$ cat src/rtl/pc_fetch_sequencer.sv
// Fetch-stage sequencer: steers the PC register, issues instruction reads at the current PC
// and holds one fetched instruction for decode, handling stall, redirect and halt.
module pc_fetch_sequencer #(
  parameter int INSTR_BYTES = 4,
  parameter int CNT_W       = 16
) (
  input  logic             CLK,
  input  logic             nRST,
  input  logic [31:0]      pc,
  output logic [31:0]      next_pc,
  output logic             pc_adv,
  output logic             pc_halt,
  output logic             imem_ren,
  output logic [31:0]      imem_addr,
  input  logic             imem_wait,
  input  logic [31:0]      imem_load,
  input  logic             stall,
  input  logic             redirect,
  input  logic [31:0]      redirect_pc,
  input  logic             halt,
  output logic [31:0]      instr,
  output logic [31:0]      instr_pc,
  output logic [31:0]      instr_npc,
  output logic             instr_valid,
  output logic             halted,
  output logic [CNT_W-1:0] fetch_count
);

  localparam logic [31:0] STEP = 32'(INSTR_BYTES);

  typedef enum logic [1:0] {BOOT, FETCH, HOLD, HALTED} state_t;

  state_t state, state_nxt;
  logic   consume;
  logic   capture;
  logic   valid_nxt;
  logic   halt_set;

  assign consume   = instr_valid & ~stall;
  assign instr_npc = instr_pc + STEP;

  always_comb begin
    state_nxt = state;
    next_pc   = pc;
    pc_adv    = 1'b0;
    pc_halt   = 1'b0;
    imem_ren  = 1'b0;
    imem_addr = pc;
    valid_nxt = instr_valid;
    capture   = 1'b0;
    halt_set  = 1'b0;

    case (state)
      BOOT:   state_nxt = FETCH;
      FETCH: begin
        imem_ren = 1'b1;
        if (!imem_wait) begin
          if (!instr_valid || consume) begin
            capture   = 1'b1;
            valid_nxt = 1'b1;
            pc_adv    = 1'b1;
            next_pc   = pc + STEP;
          end else begin
            // Decode still holds the previous instruction: drop this read and retry later.
            state_nxt = HOLD;
          end
        end else if (consume) begin
          valid_nxt = 1'b0;
        end
      end
      HOLD: begin
        if (consume) begin
          valid_nxt = 1'b0;
          state_nxt = FETCH;
        end
      end
      default: pc_halt = 1'b1;
    endcase

    if (redirect && (state == FETCH || state == HOLD)) begin
      capture   = 1'b0;
      pc_adv    = 1'b1;
      next_pc   = redirect_pc;
      valid_nxt = 1'b0;
      state_nxt = FETCH;
    end

    // Halt outranks redirect; BOOT and HALTED ignore it.
    if (halt && (state == FETCH || state == HOLD)) begin
      capture   = 1'b0;
      pc_adv    = 1'b0;
      next_pc   = pc;
      pc_halt   = 1'b1;
      valid_nxt = 1'b0;
      halt_set  = 1'b1;
      state_nxt = HALTED;
    end
  end

  always_ff @(posedge CLK or negedge nRST) begin
    if (!nRST) begin
      state       <= BOOT;
      instr       <= '0;
      instr_pc    <= '0;
      instr_valid <= 1'b0;
      halted      <= 1'b0;
      fetch_count <= '0;
    end else begin
      state       <= state_nxt;
      instr_valid <= valid_nxt;
      if (capture) begin
        instr       <= imem_load;
        instr_pc    <= pc;
        fetch_count <= fetch_count + 1'b1;
      end
      if (halt_set) halted <= 1'b1;
    end
  end

endmodule
$ cat config.mk
export PLATFORM = sky130hd
export DESIGN_NAME = pc_fetch_sequencer
export DESIGN_NICKNAME = d
export VERILOG_FILES = /design/src/rtl/pc_fetch_sequencer.sv
export SDC_FILE = /design/constraint.sdc
export NUM_CORES = 1
export LEC_CHECK = 0
export BUFFER_PORTS_ARGS = -buffer_cell sky130_fd_sc_hd__buf_4
export CORE_ASPECT_RATIO = 1.1
export CORE_UTILIZATION = 46
export CTS_CLUSTER_DIAMETER = 80
export CTS_CLUSTER_SIZE = 28
export DETAILED_ROUTE_END_ITERATION = 8
export PLACE_DENSITY = 0.81
export SLEW_MARGIN = 10
export SYNTH_ARGS = -nofsm -noshare
export SYNTH_HDL_FRONTEND = slang
export SYNTH_SLANG_ARGS = --single-unit
$ cat constraint.sdc
create_clock -name CLK -period 2.82 [get_ports CLK]
set_input_delay 0.564 -clock CLK [delete_from_list [all_inputs] [get_ports CLK]]
set_output_delay 0.564 -clock CLK [all_outputs]
set_load 0.01 [all_outputs]
# After elaboration in Yosys (flattened, before gate mapping)
# Cells that the tools add are included.
# W data, S select, Z words.
dict set report totals {
  ff_bits 84
  in_bits 102
  output_inout_bits 181
  word_cells 56
}
dict set report classes {
  addsub 3
  eq_ne 6
  muxes 28
  n_bitwise 2
  n_reduce_logical 11
}
# cell count
set op_table {}
lappend op_table {{$mux W32} 5}
lappend op_table {{$add A32 B3 Y32 const B} 2}
lappend op_table {{$add A16 B1 Y16 const B} 1}
lappend op_table {{$mux W1} 16}
lappend op_table {{$ne A4 B2 Y1 const B} 3}
lappend op_table {{$mux W2} 5}
lappend op_table {{$pmux W2 S3} 1}
lappend op_table {{$ne A5 B3 Y1 const B} 1}
lappend op_table {{$reduce_bool A5 Y1} 1}
lappend op_table {{$reduce_and A4 Y1} 1}
lappend op_table {{$reduce_bool A4 Y1} 1}
lappend op_table {{$reduce_or A3 Y1} 1}
lappend op_table {{$eq A2 B1 Y1 const B} 1}
lappend op_table {{$eq A2 B2 Y1 const B} 1}
lappend op_table {{$logic_and A1 B1 Y1} 2}
lappend op_table {{$logic_not A2 Y1} 1}
lappend op_table {{$logic_or A1 B1 Y1} 2}
lappend op_table {{$pmux W1 S2} 1}
lappend op_table {{$reduce_and A2 Y1} 1}
lappend op_table {{$and A1 B1 Y1} 1}
lappend op_table {{$logic_not A1 Y1} 1}
lappend op_table {{$not A1 Y1} 1}

# Logic depth before layout (Yosys ltp)
# Gate-level depths: netlist of run 1.
dict set report logic_depth {
  word_depth 8
  ltp_mapped 9
  depth_no_buf 7
}

# Least setup slack after synthesis of run 1
# Ideal clock, no wire load.
dict set report synth_timing {
  kind {reg-to-output}
  start {reg state[1]}
  end {out next_pc[30]}
  arrival_time_ps 2123
  required_ps 2256
  slack_ps 133
  stages_incl_launch_ff 9
  path_buffers 1
  cell_sequence {dfrtp_1 -> inv_1 -> ha_1 -> nand2b_1 -> or4_4 -> buf_6 -> nor4_1 -> mux2i_1 -> o211ai_1}
}
dict set report synth_between {
  elab_chain_cells 5
  word_cells_on_any_way 8
}
# element line_no
set synth_lines {}
lappend synth_lines {{start, declared} 33} ;# state_t state, state_nxt;
lappend synth_lines {{start signal, assigned} 109} ;# state <= state_nxt;
lappend synth_lines {{$eq A2 B1 Y1 or $eq A2 B2 Y1 (tied branches)} {53, 80, 89}}
lappend synth_lines {{$logic_or A1 B1 Y1} {80, 89}}
lappend synth_lines {{$logic_and A1 B1 Y1} 80} ;# if (redirect && (state == FETCH || state == HOLD)) begin
lappend synth_lines {{$mux W32} 80}
lappend synth_lines {{$mux W32 *} 89} ;# if (halt && (state == FETCH || state == HOLD)) begin
lappend synth_lines {{end, declared} 10} ;# output logic [31:0] next_pc,
# Every way passes the cells marked *; elsewhere a longest branch is shown, timed or not.

# Worst setup path in the final report of run 1
dict set report layout_timing {
  start {reg state[1]}
  end {out next_pc[24]}
}
# The elaborated chain is that of the path after synthesis.

==> out/qor.yml, run 1 <==
required_ns: 2.26
hp-class: "in2async"
vias: 6284
ant_nets: 0
worst_ep_arrival_time_ns: 2.40
dieArea_mm2: 0.0124
path_class: "reg2out"
start_kind: "flop"
clkLatencyLatePin_ns: 0.34
area_growth_pct: 58.2
drv_cap: 0
drt_wl_total_mm: 20.4
final_nets: 1110
die_w_um: 106
clockBufferDepth: 2
rsz0062_at_grt: "true"
top_level_ports: 283
irDropWorstVdd_uv: 453
drive_gt1_frac: 0.426
seqPwrFrac: 0.274
cts-root-buf: "clkbuf_16"
grtUsageTotal: 0.312
final_max_slew_viol_count: 0
skew_ns: 0.0112
io_buffer_count: 282
violations: "negative setup slack"
ys.warnings.count: 0
worstPathBufferInverterCount: 2
cts.sink_count: 84
worst_slack_ns: -0.140
relSlewSlack: 0.592
antenna_found_initial: 0
ctsHtreeMaxLevel: 3
numCtsBuffers: 9
antenna_cells: 0
synth_seq_cells: 84
crit_path_max_fanout: 5
grt_pass1_vias: 5692
internal-power_uw: 4650
power.density_mw_per_mm2: 911
grt_max_degree: 57
fp.dieH_um: 117
syn_nets: 808
fin_crit_ns: 2.96
dp_hpwl_mm: 14.9
setup_tns_ns: -0.809
layout_commonest_cell: "buf_4"
fin_hold_ws_ns: 0.237
detail_route.wl_per_cell_um: 17.6
drc: 0
coreArea_mm2: 0.0115
clkPwrFrac: 0.163
setup_viol_count_final: 15
tightest_slew_ns: 0.612
switching_power_uw: 3290
cp_top_family: "simple AND/OR/NAND/NOR gates"
initial_utilization: 0.477
fmax_mhz: 338
drt_iter0_drc: 457
synth_edf_count: 0
layout_common_cells: "buf_4, nand2_1, dfrtp_1"
grt_pass1_wl_mm: 29.6
cpMaxStageDelayCell: "or4_4"
globalRoute.totalOverflow: 0
ys.flop_type: "dfrtp_1"
ys_seq_area_frac: 0.382
crit_path_max_incr_delay_ns: 0.62
run_status: "finished with violations"
p_leak_uw: 0.00443
tritoncts: "done"
firstDrtPassIters: 5
synth_cell_type_count: 51
layout_worst_path_cycle_share: 1.05
gp_congestion: 0.899
critPathCaptureType: "primary output"
fill_cells: 879
synthesis.area_mm2: 0.00550
power_frac_comb: 0.563
avgSynthCellArea_um2: 7.86
syn-instance-count: 700
viasPerCell: 5.43
hold_viol: 0
clk_pin_slew_ns: 0.07
path_cells: "inv_2 > ha_4 > nand2b_4 > or4_4 > nor3_2 > mux2i_1 > o22ai_1 > buf_4"
synthArstFlopShare: 1.00
rows: 41
r2r_slack_ns: 0.45
p_sw_frac: 0.414
==> Yosys cell counts, drive strengths merged, types with 16 or more instances <==
| library cell | n | area share |
|---|---|---|
| buf | 42 | 0.056 |
| clkbuf | 23 | 0.016 |
| inv | 22 | 0.015 |
| nor2 | 33 | 0.023 |
| o21ai | 35 | 0.032 |
| nand3 | 25 | 0.025 |
| xnor2 | 37 | 0.059 |
| nor4 | 16 | 0.023 |
| xor2 | 17 | 0.027 |
| nand2 | 222 | 0.15 |
| nor3 | 16 | 0.016 |
| dfrtp | 84 | 0.38 |
==> layout make-up <==
cell class / instances / area, um2 / area share
Tap cell: 150 / 188 / 0.0216
Multi-Input combinational cell: 530 / 3260 / 0.375
Clock inverter: 7 / 98.8 / 0.0114
Clock buffer: 9 / 225 / 0.0259
Sequential cell: 84 / 2110 / 0.242
Inverter: 22 / 82.6 / 0.00948
Timing Repair Buffer: 355 / 2740 / 0.315
==> registers in the layout, summed over array words and instances, names as in the netlist <==
name and count:
instr_valid 1, fetch_count 16, instr 32, state 2
instr_pc 32, halted 1
==> what timing repair did <==
action	CTS	global route
endpoints found under the hold margin	0	0
gates resized for setup	43	35
setup endpoints to repair	28	35
pin swaps	14	20
setup buffers	6	9
cloned	1	0
hold buffers	0	0
==> metal layers <==
layer  vias to the layer above  track usage  share of wire
met3                        61       0.0608          0.077
met5                         -            0              0
met4                         0        0.131          0.034
met1                      2944        0.366           0.38
li1                       2937            -              -
met2                       342        0.559           0.51
==> kinds of logic after synthesis <==
| kind of cell | after synthesis | synth area share |
|---|---|---|
| muxes | 10 | 0.0184 |
| and+or+nand+nor | 372 | 0.314 |
| buffers and inverters | 87 | 0.0864 |
| AOI/OAI and AO/OA | 87 | 0.0998 |
| adders and majority gates | 6 | 0.0136 |
| DFF | 84 | 0.382 |
| xor gates and xnor gates | 54 | 0.0859 |
==> path summary, 6_finish.rpt <==
check	from	end	depth (start not counted)
worst max-delay path	state[1]$_DFFE_PN0P_	next_pc[24]	8
worst min-delay path	nRST	instr[19]$_DFFE_PN0P_	1
worst max register to register	state[1]$_DFFE_PN0P_	fetch_count[15]$_DFFE_PN0P_	7
worst min register to register	instr[27]$_DFFE_PN0P_	instr[27]$_DFFE_PN0P_	2
max in group asynchronous	nRST	instr[30]$_DFFE_PN0P_	2
min in group CLK	imem_load[2]	instr[2]$_DFFE_PN0P_	3
==> power by group through the flow <==
stage | Clock, uW | Combinational (uW) | Sequential [uW]
global placement | 0 | 4000 | 2150
global route | 1350 | 4800 | 2240
CTS | 1300 | 4270 | 2160
detailed placement | 0 | 4070 | 2170
floorplan | 0 | 1770 | 2280
finish | 1290 | 4470 | 2170
==> metrics by stage <==
| step | utilization | cells | power, uW | setup slack (ns) | area (um2) |
|---|---|---|---|---|---|
| floorplan | - | 700 | 4050 | 0.133 | 5500 |
| global placement | 0.684 | 1125 | 6150 | -0.0549 | 7900 |
| detailed placement | 0.684 | 1125 | 6240 | -0.0634 | 7900 |
| CTS | 0.736 | 1148 | 7720 | -0.0863 | 8500 |
| global route | 0.754 | 1157 | 8400 | -0.236 | 8710 |
| finish | 0.754 | 1157 | 7930 | -0.140 | 8710 |
(Power assumes the default switching activity.)
==> run 2, diff against run 1 <==
--- a/config.mk
+++ b/config.mk
@@ -6,12 +6,12 @@
 export NUM_CORES = 1
 export LEC_CHECK = 0
 export BUFFER_PORTS_ARGS = -buffer_cell sky130_fd_sc_hd__buf_4
-export CORE_ASPECT_RATIO = 1.1
-export CORE_UTILIZATION = 46
+export CORE_AREA = 2 2 108 110
 export CTS_CLUSTER_DIAMETER = 80
 export CTS_CLUSTER_SIZE = 28
 export DETAILED_ROUTE_END_ITERATION = 8
-export PLACE_DENSITY = 0.81
+export DIE_AREA = 0 0 110 112
+export PLACE_DENSITY = 0.86
 export SLEW_MARGIN = 10
 export SYNTH_ARGS = -nofsm -noshare
 export SYNTH_HDL_FRONTEND = slang
==> constraint.sdc (replaced) <==
create_clock -name CLK -period 3.6 [get_ports CLK]
set_input_delay 0.72 -clock CLK [delete_from_list [all_inputs] [get_ports CLK]]
set_output_delay 0.72 -clock CLK [all_outputs]
set_load 0.01 [all_outputs]
==> run 2 against run 1 <==
The flow now finishes without violations. Largest cell class unchanged. Largest power group unchanged. Combinational power fell by 31%. Highest routed layer unchanged. Final area fell by 9.4%. Critical path depth did not move. First-iteration DRC count rose by 1.1%.
==> out/qor.yml, run 2 (synthesis results as in run 1) <==
cts_setup_buffers: 0
ff2ff_path_depth: 8
numCtsBuffers: 9
fp.dieH_um: 112
drive_gt1_frac: 0.347
drc: 0
drv_cap: 0
cts.sink_count: 84
drt_wl_total_mm: 18.7
worst_ep_arrival_time_ns: 2.79
grt_pass1_wl_mm: 28.5
clockBufferDepth: 2
fin_crit_ns: 3.51
grtUsageTotal: 0.295
clkLatencyLatePin_ns: 0.33
io_buffer_count: 282
final_max_slew_viol_count: 0
power.density_mw_per_mm2: 743
crit_path_max_fanout: 9
setup_viol_count_final: 0
top_level_ports: 283
firstDrtPassIters: 5
fmax_mhz: 285
die_w_um: 110
area_growth_pct: 43.3
layout_common_cells: "buf_4, nand2_1, dfrtp_1"
postCtsHoldBufs: 0
relSlewSlack: 0.444
cts_resized: 0
required_ns: 2.88
r2r_slack_ns: 0.72
multi_input_comb_area_mm2: 0.00293
fill_cells: 952
layout_commonest_cell: "buf_4"
p_leak_uw: 0.00399
tightest_slew_ns: 0.834
viasPerCell: 5.45
vias: 5949
rsz0062_at_grt: "false"
coreArea_mm2: 0.0112
antenna_cells: 0
grt_pass1_vias: 5416
run_status: "completed"
layout_worst_path_cycle_share: 0.976
critPathCaptureType: "primary output"
final_nets: 1052
drt_iter0_drc: 462
hp-class: "in2async"
rows: 39
gp_congestion: 0.894
dp_hpwl_mm: 14.5
timing.rr.end: "fetch_count[4]$_DFFE_PN0P_"
hold_viol: 0
path_class: "reg2out"
initial_utilization: 0.493
clk_pin_slew_ns: 0.06
detail_route.wl_per_cell_um: 17.1
globalRoute.totalOverflow: 0
fin_util: 0.706
ant_nets: 0
antenna_found_initial: 0
start_kind: "flop"
setup_tns_ns: 0
reg_top3: "instr x32, instr_pc x32, fetch_count x16"
grt_max_degree: 65
seq_area_mm2: 0.00210
cts-root-buf: "clkbuf_16"
dieArea_mm2: 0.0123
tritoncts: "done"
r2r_start: "state[0]$_DFFE_PN0P_"
irDropWorstVdd_uv: 389
skew_ns: 0.00870
ctsHtreeMaxLevel: 3
## run 2: cell types whose count changed in the layout (fill, tap and decap cells not counted), moves of 8 or more
cell / previous run / this run
buf_4: 343 / 298
nor4_4: 9 / 0
buf_6: 8 / 0
nor3_1: 4 / 13
nor4_1: 3 / 12
## run 2: per-layer routing
layer	part of all wire	track usage
met5	0	0
met4	0.019	0.0869
met3	0.089	0.0498
met2	0.50	0.496
met1	0.40	0.387
## run 2: worst max path at each step
stage / to / start / cells after the start / slack, ns
after detailed placement: next_pc[30] / pc[10] / 7 / 0.28
after global routing: next_pc[30] / state[1]$_DFFE_PN0P_ / 8 / 0.002
after global placement: next_pc[30] / imem_wait / 7 / 0.35
final: next_pc[30] / state[1]$_DFFE_PN0P_ / 8 / 0.09
after floorplan: next_pc[30] / stall / 7 / 0.64
after CTS: next_pc[30] / state[1]$_DFFE_PN0P_ / 8 / 0.1
## run 2: area by class of cell
type / count / area share
Inverter: 22 / 0.0105
Multi-Input combinational cell: 529 / 0.372
Timing Repair Buffer: 298 / 0.284
Sequential cell: 84 / 0.267
Tap cell: 143 / 0.0227
Clock inverter: 5 / 0.0136
Clock buffer: 11 / 0.0308
## run 2: per-stage QoR
| step | cells | setup WS [ns] | total power (uW) | hold WS [ns] | area (um2) |
|---|---|---|---|---|---|
| after floorplan | 700 | 0.635 | 3170 | 0.424 | 5500 |
| after global placement | 1076 | 0.347 | 4730 | 0.456 | 7530 |
| after detailed placement | 1076 | 0.277 | 4800 | 0.463 | 7530 |
| after CTS | 1092 | 0.0975 | 5880 | 0.479 | 7890 |
| after global routing | 1092 | 0.00237 | 6220 | 0.496 | 7890 |
| final | 1092 | 0.0868 | 5860 | 0.476 | 7890 |
## run 2: worst max-delay path: stages, from the launching register on
cell and delay [ns]:
dfrtp_1 0.41, inv_1 0.07, ha_1 0.25, nand2b_1 0.18, or4_4 0.65, nor4_1 0.41
mux2i_1 0.24, o211ai_1 0.10, buf_4 0.15
## run 2: where the power goes
part,switching (uW),internal [uW]
Combinational,1620,1460
Sequential,398,1310
Clock,373,701
Total,2390,3460
==> run 3, diff against run 2 <==
--- a/config.mk
+++ b/config.mk
@@ -12,6 +12,7 @@
 export DETAILED_ROUTE_END_ITERATION = 8
 export DIE_AREA = 0 0 110 112
 export PLACE_DENSITY = 0.86
+export SETUP_SLACK_MARGIN = 0.5
 export SLEW_MARGIN = 10
 export SYNTH_ARGS = -nofsm -noshare
 export SYNTH_HDL_FRONTEND = slang
==> run 3 against run 2 <==
Power rose by 2.8%. Critical path type is now in2out. Sequential share of layout area fell by 1.2 points. Clock power barely moved. Register-to-register slack improved by 0.21 ns. First-iteration DRC count rose by 7.8%. Non-clock buffer count rose by 17. Maximum frequency rose by 12%.
==> out/qor.yml, run 3 (synthesis results as in run 1) <==
run_status: "completed"
clk_pin_slew_ns: 0.06
dieArea_mm2: 0.0123
reg_top3: "instr x32, instr_pc x32, fetch_count x16"
io_buffer_count: 282
clockBufferDepth: 2
drive_gt1_frac: 0.383
rows: 39
grt_max_degree: 65
worst_slack_ns: 0.463
final_nets: 1070
crit_path_max_fanout: 8
p_leak_uw: 0.00415
grtUsageTotal: 0.305
area_growth_pct: 50.0
tritoncts: "done"
die_w_um: 110
clkLatencyLatePin_ns: 0.33
r2r_start: "state[0]$_DFFE_PN0P_"
detail_route.wl_per_cell_um: 17.8
hp-class: "in2async"
critPathCaptureType: "primary output"
hold_viol: 0
cp-startpoint: "stall"
drc: 0
fin_crit_ns: 3.14
multi_input_comb_area_mm2: 0.00312
coreArea_mm2: 0.0112
stdcell_area_mm2: 0.00826
viasPerCell: 5.54
skew_ns: 0.00897
drt_iter0_drc: 498
gp_congestion: 0.894
postCtsHoldBufs: 0
cts.sink_count: 84
layout_worst_path_cycle_share: 0.871
initial_utilization: 0.493
globalRoute.totalOverflow: 0
top_level_ports: 283
numCtsBuffers: 9
tightest_slew_ns: 0.836
pre_cts_slack_ns: 0.277
ff2ff_path_depth: 8
irDropWorstVdd_uv: 411
timing.rr.end: "fetch_count[15]$_DFFE_PN0P_"
final_max_slew_viol_count: 0
postPlaceCellArea_mm2: 0.00753
grt_pass1_vias: 5542
fill_cells: 893
fmax_mhz: 319
layout_commonest_cell: "buf_4"
drt_wl_total_mm: 19.8
path_class: "in2out"
start_kind: "primary input"
ant_nets: 0
setup_tns_ns: 0
cts-root-buf: "clkbuf_16"
ctsHtreeMaxLevel: 3
antenna_found_initial: 0
grt_pass1_wl_mm: 29.3
vias: 6154
relSlewSlack: 0.443
rsz0062_at_grt: "true"
antenna_cells: 0
seq_area_mm2: 0.00210
firstDrtPassIters: 5
worst_ep_arrival_time_ns: 2.42
setup_viol_count_final: 0
r2r_slack_ns: 0.93
required_ns: 2.88
dp_hpwl_mm: 14.5
power.density_mw_per_mm2: 729
drv_cap: 0
layout_common_cells: "buf_4, nand2_1, dfrtp_1"
fp.dieH_um: 112
## run 3: cell types whose count changed in the layout (fill, tap and decap cells not counted), sizes merged
cell | before | now
buf | 298 | 315
or4 | 3 | 4
## run 3: stage by stage
stage          std cells   util  power [uW]  hold WS [ns]
2_1_floorplan        700      -        3170         0.424
3_3_place_gp        1076  0.674        4730         0.456
3_5_place_dp        1076  0.674        4800         0.463
4_1_cts             1099  0.722        5930         0.479
5_1_grt             1110  0.739        6380         0.496
6_report            1110  0.739        6020         0.476
## run 3: how the worst max path moves through the flow
| stage | to | slack, ns | cells after the start |
|---|---|---|---|
| 2_1_floorplan | next_pc[30] | 0.64 | 7 |
| 3_3_place_gp | next_pc[30] | 0.35 | 7 |
| 3_5_place_dp | next_pc[30] | 0.28 | 7 |
| 4_1_cts | next_pc[26] | 0.40 | 9 |
| 5_1_grt | next_pc[22] | 0.37 | 8 |
| 6_report | next_pc[22] | 0.46 | 7 |
## run 3: critical path, cell delays in order
cell     delay [ns]
buf_4          0.12
and2_4         0.18
or4_4          0.63
nor3_2         0.23
mux2i_1        0.12
a221o_1        0.27
buf_4          0.14
## run 3: area by class of cell
| class | instances | area share |
|---|---|---|
| Timing Repair Buffer | 315 | 0.293 |
| Clock buffer | 11 | 0.0294 |
| Inverter | 22 | 0.0100 |
| Multi-Input combinational cell | 530 | 0.378 |
| Sequential cell | 84 | 0.255 |
| Clock inverter | 5 | 0.0130 |
| Tap cell | 143 | 0.0217 |
## run 3: power breakdown
part	total, uW	switching, uW	internal [uW]
Clock	1070	374	701
Sequential	1710	403	1310
Combinational	3240	1710	1530
## run 3: timing repair
action                     in CTS  in global routing
cloned                          1                  0
setup endpoints to repair      26                 38
hold endpoints to repair        0                  0
buffers inserted                6                 11
pin swaps                       5                 12
gates resized for setup        27                 24
## run 3: per-layer routing
metal	routed length, um	part of all wire	GRT usage	up-vias
met1	7590	0.38	0.394	2889
met4	444	0.022	0.0987	0
li1	-	-	-	2857
met3	1970	0.10	0.0521	37
met5	0	0	0	-
met2	9770	0.49	0.514	371
